==> config.mk <==
export PLATFORM = sky130hd
export DESIGN_NAME = ecc_err_logger
export DESIGN_NICKNAME = d
export VERILOG_FILES = /design/src/rtl/ecc_err_logger.sv
export SDC_FILE = /design/constraint.sdc
export NUM_CORES = 1
export LEC_CHECK = 0
export ABC_AREA = 1
export CAP_MARGIN = 20
export CELL_PAD_IN_SITES_DETAIL_PLACEMENT = 1
export CELL_PAD_IN_SITES_GLOBAL_PLACEMENT = 1
export CORE_MARGIN = 2
export CORE_UTILIZATION = 30
export CTS_BUF_LIST = sky130_fd_sc_hd__clkbuf_8 sky130_fd_sc_hd__clkbuf_16
export CTS_CLUSTER_DIAMETER = 50
export DETAILED_ROUTE_END_ITERATION = 8
export HOLD_SLACK_MARGIN = 0.02
export PLACE_DENSITY_LB_ADDON = 0.1
export RECOVER_POWER = 50
export SETUP_SLACK_MARGIN = 0.4
export SYNTH_ARGS = -nofsm -noshare
export SYNTH_HDL_FRONTEND = slang
export SYNTH_SLANG_ARGS = --single-unit
==> constraint.sdc <==
create_clock -name clk_i -period 2.7 [get_ports clk_i]
set_input_delay 0.54 -clock clk_i [delete_from_list [all_inputs] [get_ports clk_i]]
set_output_delay 0.54 -clock clk_i [all_outputs]
set_load 0.005 [all_outputs]
==> src/rtl/ecc_err_logger.sv <==
// rtl/ecc_err_logger.sv - ECC error capture register with pending interrupt, overflow flag and saturating counters
module ecc_err_logger #(
  parameter int ADDR_WIDTH = 32,
  parameter int CNT_WIDTH  = 16
) (
  input  logic                  clk_i,
  input  logic                  rst_ni,
  input  logic                  evt_valid_i,
  input  logic [ADDR_WIDTH-1:0] addr_i,
  input  logic [6:0]            syndrome_i,
  input  logic [1:0]            err_i,
  input  logic                  ack_i,
  input  logic                  clr_cnt_i,
  output logic                  irq_o,
  output logic [ADDR_WIDTH-1:0] log_addr_o,
  output logic [6:0]            log_syndrome_o,
  output logic                  log_uncorr_o,
  output logic                  overflow_o,
  output logic [CNT_WIDTH-1:0]  corr_cnt_o,
  output logic [CNT_WIDTH-1:0]  uncorr_cnt_o
);

  localparam logic [0:0] IDLE     = 1'b0;
  localparam logic [0:0] CAPTURED = 1'b1;

  localparam logic [CNT_WIDTH-1:0] CNT_MAX = '1;
  localparam logic [CNT_WIDTH-1:0] CNT_ONE = {{(CNT_WIDTH-1){1'b0}}, 1'b1};

  logic [0:0]            state_q, state_d;
  logic                  ovf_q, ovf_d;
  logic                  capture;
  logic [ADDR_WIDTH-1:0] addr_q;
  logic [6:0]            syn_q;
  logic                  uncorr_q;
  logic [CNT_WIDTH-1:0]  corr_q, corr_d, corr_base;
  logic [CNT_WIDTH-1:0]  uncorr_cnt_q, uncorr_cnt_d, uncorr_base;

  logic event_hit;
  logic event_uncorr;

  // An event needs a valid beat and a nonzero error code; bit1 wins when both bits are set.
  assign event_hit    = evt_valid_i & (|err_i);
  assign event_uncorr = err_i[1];

  // Record FSM: decides when to (re)capture and how the overflow flag evolves.
  always_comb begin
    state_d = state_q;
    ovf_d   = ovf_q;
    capture = 1'b0;
    case (state_q)
      IDLE: begin
        if (event_hit) begin
          capture = 1'b1;
          state_d = CAPTURED;
        end
      end
      CAPTURED: begin
        if (ack_i) begin
          // Acknowledge frees the record; a coincident event immediately refills it.
          ovf_d = 1'b0;
          if (event_hit) begin
            capture = 1'b1;
          end else begin
            state_d = IDLE;
          end
        end else if (event_hit) begin
          // Record still owned by software: flag the loss, but let an
          // uncorrectable error displace a correctable one.
          ovf_d = 1'b1;
          if (!uncorr_q && event_uncorr) begin
            capture = 1'b1;
          end
        end
      end
      default: begin
        state_d = IDLE;
        ovf_d   = 1'b0;
      end
    endcase
  end

  // Counter next values: clear first, then count this cycle's event so clear+event yields one.
  always_comb begin
    corr_base    = clr_cnt_i ? '0 : corr_q;
    uncorr_base  = clr_cnt_i ? '0 : uncorr_cnt_q;
    corr_d       = corr_base;
    uncorr_cnt_d = uncorr_base;
    if (event_hit) begin
      if (event_uncorr) begin
        if (uncorr_base != CNT_MAX) begin
          uncorr_cnt_d = uncorr_base + CNT_ONE;
        end
      end else begin
        if (corr_base != CNT_MAX) begin
          corr_d = corr_base + CNT_ONE;
        end
      end
    end
  end

  // State, overflow and counter registers.
  always_ff @(posedge clk_i or negedge rst_ni) begin
    if (!rst_ni) begin
      state_q      <= IDLE;
      ovf_q        <= 1'b0;
      corr_q       <= '0;
      uncorr_cnt_q <= '0;
    end else begin
      state_q      <= state_d;
      ovf_q        <= ovf_d;
      corr_q       <= corr_d;
      uncorr_cnt_q <= uncorr_cnt_d;
    end
  end

  // Log registers load only on capture and otherwise hold, including after acknowledge.
  always_ff @(posedge clk_i or negedge rst_ni) begin
    if (!rst_ni) begin
      addr_q   <= '0;
      syn_q    <= '0;
      uncorr_q <= 1'b0;
    end else if (capture) begin
      addr_q   <= addr_i;
      syn_q    <= syndrome_i;
      uncorr_q <= event_uncorr;
    end
  end

  assign irq_o          = (state_q == CAPTURED);
  assign overflow_o     = ovf_q;
  assign log_addr_o     = addr_q;
  assign log_syndrome_o = syn_q;
  assign log_uncorr_o   = uncorr_q;
  assign corr_cnt_o     = corr_q;
  assign uncorr_cnt_o   = uncorr_cnt_q;

endmodule

Word-level counts from Yosys, hierarchy flattened:

Index checks and enable logic that the tools add are counted.

* flip-flop bits (word level): 74
* bits in latches: 0
* bits in writable memories: 0
* ROM bits: 0
* input bits: 46
* output and inout bits: 74
* word-level logic and storage cells: 35
* memories kept: 0

* $add $sub $neg: 2
* multiply operators: 0
* div/mod/pow operators: 0
* order comparisons: 0
* equality and inequality tests: 2
* shifts and indexed selects: 0
* muxes and demuxes: 17
* bitwise logic cells: 2
* reduce and logical (&&, ||, !) cells: 5

Operators with widths (count)
* $mux W16: 8
* $add A16 B1 Y16 const B: 2
* $ne A16 B16 Y1 const B: 2
* $mux W1: 7
* $pmux W1 S2: 2
* $reduce_and A2 Y1: 1
* $reduce_bool A2 Y1: 1
* $reduce_or A2 Y1: 1
* $and A1 B1 Y1: 1
* $logic_and A1 B1 Y1: 1
* $logic_not A1 Y1: 1
* $not A1 Y1: 1

Logic depth before layout (Yosys ltp):

Gate-level depths: netlist of run 1.

* depth after elaboration: 6
* mapped depth: 11
* mapped depth without buffers: 10

Worst setup path before layout of run 1:

No wires, ideal clock.

* kind: input to register
* from: input clr_cnt_i
* to: register corr_q[10], in the netlist corr_cnt_o[10]
* arrival time: 1.469 ns
* slack: 1.118 ns
* stages on the path: 10
* path buffers: 2
* path through: inv_4 -> buf_8 -> nand3_1 -> nor2_2 -> nand4_4 -> buf_6 -> nand2_1 -> nand2_1 -> nand2_1 -> inv_1

* longest elaborated chain between the ends: 5
* elaborated cells between the ends (all ways): 6
* those cells by class: add/sub: 1; eq/ne: 1; mux: 4

RTL lines
* start: declaration: RTL line 13 `input logic clr_cnt_i,`
* $mux W16 (*): RTL line 84 `corr_base = clr_cnt_i ? '0 : corr_q;`
* $add A16 B1 Y16 / $ne A16 B16 Y1 (equally long branches): RTL line 95, 94
* $mux W16: RTL line 94 `if (corr_base != CNT_MAX) begin`
* $mux W16: RTL line 89 `if (event_uncorr) begin`
* $mux W16 (*): RTL line 88 `if (event_hit) begin`
* via corr_d[10]: RTL line 35 `logic [CNT_WIDTH-1:0] corr_q, corr_d, corr_base;`
* end signal: assignment: RTL line 111 `corr_q <= corr_d;`
* end: declaration: RTL line 35

Mark *: on every way through the listed nets, which the timed path passes. The rest lies on a longest branch.
A chain may end at the register's enable or synchronous reset.

Final worst setup path of run 1:

* from: input clr_cnt_i
* to: register uncorr_cnt_q[4], in the netlist uncorr_cnt_o[4]

* longest elaborated chain between the ends: 5
* elaborated cells between the ends (all ways): 6
* those cells by class: add/sub: 1; eq/ne: 1; mux: 4

RTL lines
* $mux W16 (*): RTL line 85 `uncorr_base = clr_cnt_i ? '0 : uncorr_cnt_q;`
* $add A16 B1 Y16 / $ne A16 B16 Y1 (equally long branches): RTL line 91, 90
* $mux W16: RTL line 90 `if (uncorr_base != CNT_MAX) begin`
* $mux W16: RTL line 89
* $mux W16 (*): RTL line 88
* via uncorr_cnt_d[4]: RTL line 36 `logic [CNT_WIDTH-1:0] uncorr_cnt_q, uncorr_cnt_d, uncorr_base;`
* end signal: assignment: RTL line 112 `uncorr_cnt_q <= uncorr_cnt_d;`
* end: declaration: RTL line 36

Marked as above.

==> metrics.cfg, run 1 <==
[global_route]
grt_overflow_total = 0
antenna_found_initial = 0
grt_max_degree = 79
grt_use_total_pct = 16.8
grt_pass1_vias = 3545
grt_first_pass_wirelength_um = 17400

[route]
route.detailed.drc = 0
drt_pass1_iterations = 4
antenna_left = 0
drt_wl_total_um = 10400
drt_iter0_markers = 94
wire_per_inst_um = 13.5
vias = 3456
viasPerCell = 4.49

[power_and_ir_drop]
switching_power_w = 0.000760
p_leak_nw = 2.61
netSwitchingFraction_pct = 26.1
clkPwrFrac_pct = 38.1
p_comb_share_pct = 17.6
p_int_w = 0.00215
power_frac_seq_pct = 44.3
ir_worst_vdd_mv = 0.254
power_w = 0.00291
p_per_area_nw_per_um2 = 538

[cells_and_area]
most-common-layout-cells = nand2_1 (124), inv_1 (95), clkdlybuf4s50_1 (83)
antenna_cells = 0
final_common_cell = nand2_1
fin_area_sq_um = 5410
synthToLayoutAreaGrowth_pct = 44.4
fin_nets = 643
drive_gt1_share_pct = 9.80

[synth]
synth_top_family_by_area = simple AND/OR/NAND/NOR gates
syn_nets = 522
synth-simple-area-share_pct = 29.7
synth-compound-area-share_pct = 7.68
yosys.area_share.adder_pct = 0
synth_top_area_share_pct = 49.4
synth_mux_area_share_pct = 0
yosys.area_share.xor_xnor_pct = 0.935
yosysTopAreaCell = dfrtp_1
synth_cells = 476
synth_edf_count = 0
yosysWarnings = 0
yosys_most_used_dff = dfrtp_1
netlist_area_sq_um = 3750
synth-seq-cells = 74
seq_area_frac_synth_pct = 49.4
ys_top_cells_by_area = dfrtp_1 (49%), nand2_1 (12%), inv_1 (9.3%), o21ai_0 (5.2%), nand3_1 (4.9%)
synthArstFlopShare_pct = 100
synth_area_per_cell_sq_um = 7.87
yosys.cell_types.count = 33

[cts]
clock-sinks = 74
h-tree-depth = 3
cts_tree = done
clk_pin_slew_ns = 0.06
cts-root-buf = clkbuf_16
numCtsBuffers = 9
clockBufferDepth = 2
clk-insertion-delay-late_ns = 0.33
hold_buffers = 0

[sta]
clock.fmax_mhz = 481
tightest_slew_ns = 1.92
max-slew-margin-rel_pct = -28.3
fin_crit_sh_pct = 77.0
finalSetupTns_ns = 0
finalHoldViolations = 0
skew_ns = 0.00301
final_max_slew_viol_count = 33
setup_viol = 0
fin_crit_ns = 2.08
grt_setup_unrepaired = no

[place]
numPortBuffers = 119
gp_congestion = 0.831
dpl-instance-area_sq_um = 5130
post-dp-hpwl_um = 7870

[die]
start_util_pct = 30.9
coreArea_sq_um = 12100
fp.dieArea_sq_um = 13400
die-height_um = 116
io_pins = 120
die_w_um = 116
rows = 40

[worst_setup_path]
cp_data_required_time_ns = 2.92
crit_family = buffers and inverters
crit_path_top_delay_cell = clkdlybuf4s50_1
crit_fanout = 20
path_class = in2reg
rr_startpoint = corr_cnt_o[7]$_DFF_PN0_
cp_common_cell = nand2_1
critPathBufInv = 4
worst_path_largest_cell_delay_ns = 0.52
path_cells = clkdlybuf4s50_1 > clkinv_4 > buf_12 > nand2_1 > nor2_2 > nand2_1 > nor2_4 > nand2_4 > nand2_2 > inv_2 > nand3_1 > nand2_1
cp-start-kind = primary input
critical_path_arrival_ns = 2.30
end_kind = flop
cp-startpoint = clr_cnt_i

[flow_run]
maxCapViolCount = 1

[worst_hold_path]
hp-class = reg2reg
min_from = irq_o$_DFF_PN0_

[run_status]
violations = capacitance limit, slew limit
outcome = complete, but fails checks

==> worst paths after layout <==
kind | endpoint | slack (ns) | depth (start not counted)
setup / recovery | uncorr_cnt_o[4]$_DFF_PN0_ | 0.62 | 12
hold / removal | overflow_o$_DFFE_PN0P_ | 0.49 | 1
setup reg to reg | corr_cnt_o[6]$_DFF_PN0_ | 0.98 | 9
hold reg to reg | overflow_o$_DFFE_PN0P_ | 0.49 | 1
max in group asynchronous | log_syndrome_o[2]$_DFFE_PN0P_ | 0.85 | 1
min in group asynchronous | corr_cnt_o[10]$_DFF_PN0_ | 0.73 | 1
==> registers in the layout, summed over array words and instances (netlist names) <==
signal	flops
uncorr_cnt_o	16
log_syndrome_o	7
log_addr_o	32
log_uncorr_o	1
overflow_o	1
irq_o	1
corr_cnt_o	16
==> synthesized netlist by cell type, drive strengths merged (2+ instances only) <==
library cell  instances
dfrtp                74
nor3                  3
nand3                43
inv                  96
nand3b                2
nand4                10
o21ai                48
buf                   9
nor2                 42
nand2               133
clkbuf                5
xor2                  3
==> layout make-up <==
cell class	count	area [sq um]
clock buffers	10	239
clock inverters	6	35.0
fillers	1473	6700
inverters	96	365
multi-input cells	292	1450
flip-flops and latches	74	1850
well taps	168	210
repair buffers	124	1260
==> metal layers <==
metal | vias to the layer above | part of all wire (%) | global-route usage [%]
li1 | 1706 | - | -
met1 | 1647 | 45 | 21.2
met2 | 92 | 44 | 25.8
met3 | 11 | 9.1 | 6.85
met4 | 0 | 1.7 | 6.43
met5 | - | 0 | 0
==> power groups by stage <==
stage / registers (W) / clock network, W / logic, W
2_1_floorplan: 0.00132 / 0 / 0.000153
6_report: 0.00129 / 0.00111 / 0.000513
5_1_grt: 0.00131 / 0.00119 / 0.000581
4_1_cts: 0.00130 / 0.00114 / 0.000560
3_3_place_gp: 0.00131 / 0 / 0.000542
3_5_place_dp: 0.00131 / 0 / 0.000555
==> logic make-up (layout without fill, tap and decap cells) <==
kind of cell              count (synthesis)  in the layout
AOI/OAI and AO/OA                        53             53
xor gates and xnor gates                  4              4
buffers and inverters                   110            236
DFF                                      74             74
and+or+nand+nor                         235            235
==> through the flow <==
stage | setup slack [ns] | cells | hold WS [ns] | utilization, %
finish | 0.620 | 770 | 0.490 | 44.7
global route | 0.426 | 770 | 0.524 | 44.7
CTS | 0.548 | 770 | 0.166 | 44.6
floorplan | 1.12 | 476 | 0.244 | -
global placement | 0.251 | 754 | 0.469 | 42.4
detailed placement | 0.198 | 754 | 0.464 | 42.4
==> repair_timing <==
item / CTS / global route
gates resized for setup: 0 / 4
buffers inserted: 0 / 0
setup endpoints to repair: 0 / 11
No activity file was read; power rests on OpenSTA's default activity.
==> inputs of run 2 (changes only) <==
- clock period: 2.7 -> 2 ns (I/O delays scaled with it)
==> run 2 against run 1 <==
The flow now finishes without violations. Critical endpoint is now corr_cnt_o[5]$_DFF_PN0_. Global-route usage is 1.6 points higher. Sequential share of layout area down 4.1 points. Register-to-register slack lost 0.54 ns. Total power grew 41%. Wire length grew 16%. Critical path type is now reg2reg. Clock power is 47% higher. Critical path depth down 3.
==> metrics.cfg, run 2 (synthesis results as in run 1) <==
[run_status]
outcome = finished, final reports clean

[die]
coreArea_sq_um = 12100  ; unchanged
rows = 40  ; unchanged
die_w_um = 116  ; unchanged
fp.dieArea_sq_um = 13400  ; unchanged
die-height_um = 116  ; unchanged
start_util_pct = 30.9  ; unchanged
io_pins = 120  ; unchanged

[power_and_ir_drop]
switching_power_w = 0.00103  ; +35%
clkPwrFrac_pct = 39.7  ; +1.6 points
p_comb_share_pct = 17.9  ; +0.3 points
p_per_area_nw_per_um2 = 669  ; +24%
p_int_w = 0.00308  ; +43%
netSwitchingFraction_pct = 25.0  ; -1.1 points
power_frac_seq_pct = 42.3  ; -2.0 points
p_leak_nw = 3.21  ; +23%
ir_worst_vdd_mv = 0.443  ; +75%

[sta]
final_max_slew_viol_count = 0  ; -100%
clock.fmax_mhz = 639
finalHoldViolations = 0  ; unchanged
max-slew-margin-rel_pct = 34.1  ; +62 points
setup_viol = 0  ; unchanged
fin_crit_ns = 1.56
hold_ws_ns = 0.219  ; -0.270 ns
fin_crit_sh_pct = 78.2
tightest_slew_ns = 0.989  ; -0.936 ns
fin_ws_ns = 0.436  ; -0.184 ns
grt_setup_unrepaired = yes
skew_ns = 0.00295  ; -0.0000613 ns

[cts]
cts-root-buf = clkbuf_16
numCtsBuffers = 9  ; unchanged
clk-insertion-delay-late_ns = 0.33  ; about the same
h-tree-depth = 3  ; unchanged
clock-sinks = 74  ; unchanged
hold_buffers = 0  ; unchanged
clockBufferDepth = 2  ; unchanged
cts_tree = done
clk_pin_slew_ns = 0.06  ; about the same

[global_route]
grt_use_total_pct = 18.3  ; +1.6 points
antenna_found_initial = 0  ; unchanged
grt_first_pass_wirelength_um = 19100  ; +9.5%
grt_overflow_total = 0  ; unchanged
grt_max_degree = 40  ; -49%
grt_pass1_vias = 4071  ; +15%

[worst_setup_path]
end_kind = flop
r2r_setup_slack_ns = 0.44  ; -0.54 ns
rr_startpoint = corr_cnt_o[12]$_DFF_PN0_
path_class = reg2reg
cp_data_required_time_ns = 2.23  ; -0.69 ns
crit_path_top_delay_cell = dfrtp_1
cp_common_cell = nand2_1
cp-startpoint = corr_cnt_o[12]$_DFF_PN0_
rr_worst_depth = 9  ; unchanged
cp-start-kind = flop
path_cells = buf_4 > nand3_2 > nor2_2 > nand4_4 > buf_6 > nand2_1 > nand2_1 > nand2_1 > inv_1
crit_fanout = 8  ; -60%
critical_path_arrival_ns = 1.79  ; -0.51 ns
worst_path_largest_cell_delay_ns = 0.36  ; -0.16 ns

[flow_run]
maxCapViolCount = 0  ; -1

[cells_and_area]
n_fill_cell = 1488  ; +1.0%
antenna_cells = 0  ; unchanged
final_cells = 852  ; +11%
fin_nets = 725  ; +13%
final_common_cell = nand2_1
synthToLayoutAreaGrowth_pct = 63.9
most-common-layout-cells = nand2_1 (122), inv_1 (96), dfrtp_1 (74), buf_4 (74), dlygate4sd2_1 (58)
drive_gt1_share_pct = 22.2  ; +12 points
final_util_pct = 50.7  ; +6.0 points
largest_reg_flops = 32  ; unchanged

[route]
antenna_left = 0  ; unchanged
wire_per_inst_um = 14.3  ; +5.2%
vias = 3830  ; +11%
drt_iter0_markers = 110  ; +17%
route.detailed.drc = 0  ; unchanged
drt_pass1_iterations = 4  ; unchanged
viasPerCell = 4.50  ; +0.16%
drt_wl_total_um = 12100  ; +16%

[place]
numPortBuffers = 119  ; unchanged
gp_congestion = 0.780  ; -6.2%
post-dp-hpwl_um = 8200  ; +4.1%
post-place-ws_ns = -0.222  ; -0.421 ns
placed_cells = 791  ; +4.9%

[worst_hold_path]
hp-class = in2async

run 2: changes by cell type in the layout (fill, tap and decap cells not counted), sizes merged, moves of 2 or more:
cell / change
clkdlybuf4s25: +19
dlygate4sd3: -35
bufbuf: +3
buf: +74
clkdlybuf4s50: -43
dlygate4sd2: +58
inv: +2
clkbuf: +3
run 2: repair_timing:
| action | in CTS | in global routing |
|---|---|---|
| setup endpoints to repair | 137 | 54 |
| pin swaps | 2 | 10 |
| buffers inserted | 33 | 5 |
| cloned | 5 | 2 |
| resized for setup | 69 | 39 |
run 2: metrics by stage:
step	setup TNS, ns	cell area (sq um)	power (W)
6_report	0	6140	0.00411
5_1_grt	0	6140	0.00434
4_1_cts	0	6020	0.00419
3_5_place_dp	-7.67	5420	0.00255
3_3_place_gp	-3.91	5420	0.00253
2_1_floorplan	0	3750	0.00199
run 2: path summary, 6_finish.rpt:
| check | endpoint |
|---|---|
| max | corr_cnt_o[5]$_DFF_PN0_ |
| min | corr_cnt_o[4]$_DFF_PN0_ |
| max reg2reg | corr_cnt_o[5]$_DFF_PN0_ |
| min reg2reg | overflow_o$_DFFE_PN0P_ |
| max in group asynchronous | log_syndrome_o[0]$_DFFE_PN0P_ |
| min in group clk_i | overflow_o$_DFFE_PN0P_ |
run 2: per-layer routing:
metal,GRT usage [%],share of wire [%],vias to the layer above
met5,0,0,-
met4,6.59,1.6,0
met2,30.1,47,99
li1,-,-,1870
met1,22.2,44,1846
met3,6.80,7.8,15
run 2: layout make-up:
| type | count | area, sq um | area share (%) |
|---|---|---|---|
| well taps | 168 | 210 | 3.42 |
| clock inverters | 5 | 46.3 | 0.754 |
| flip-flops and latches | 74 | 1850 | 30.1 |
| repair inverters | 2 | 15.0 | 0.244 |
| clock buffers | 11 | 253 | 4.11 |
| inverters | 96 | 368 | 5.99 |
| repair buffers | 202 | 1860 | 30.3 |
| multi-input cells | 294 | 1540 | 25.1 |
run 2: worst max-delay path: cells and delay by family, from the launching register on:
family / cells / cell delay, ns
DFF: 1 / 0.36
buffers and inverters: 3 / 0.38
and+or+nand+nor: 6 / 0.71
run 2: power groups by stage:
stage	Clock (W)	Combinational [W]	Sequential, W
final	0.00163	0.000737	0.00174
after global routing	0.00176	0.000823	0.00176
after CTS	0.00168	0.000759	0.00174
after detailed placement	0	0.000778	0.00177
after global placement	0	0.000763	0.00177
after floorplan	0	0.000207	0.00178
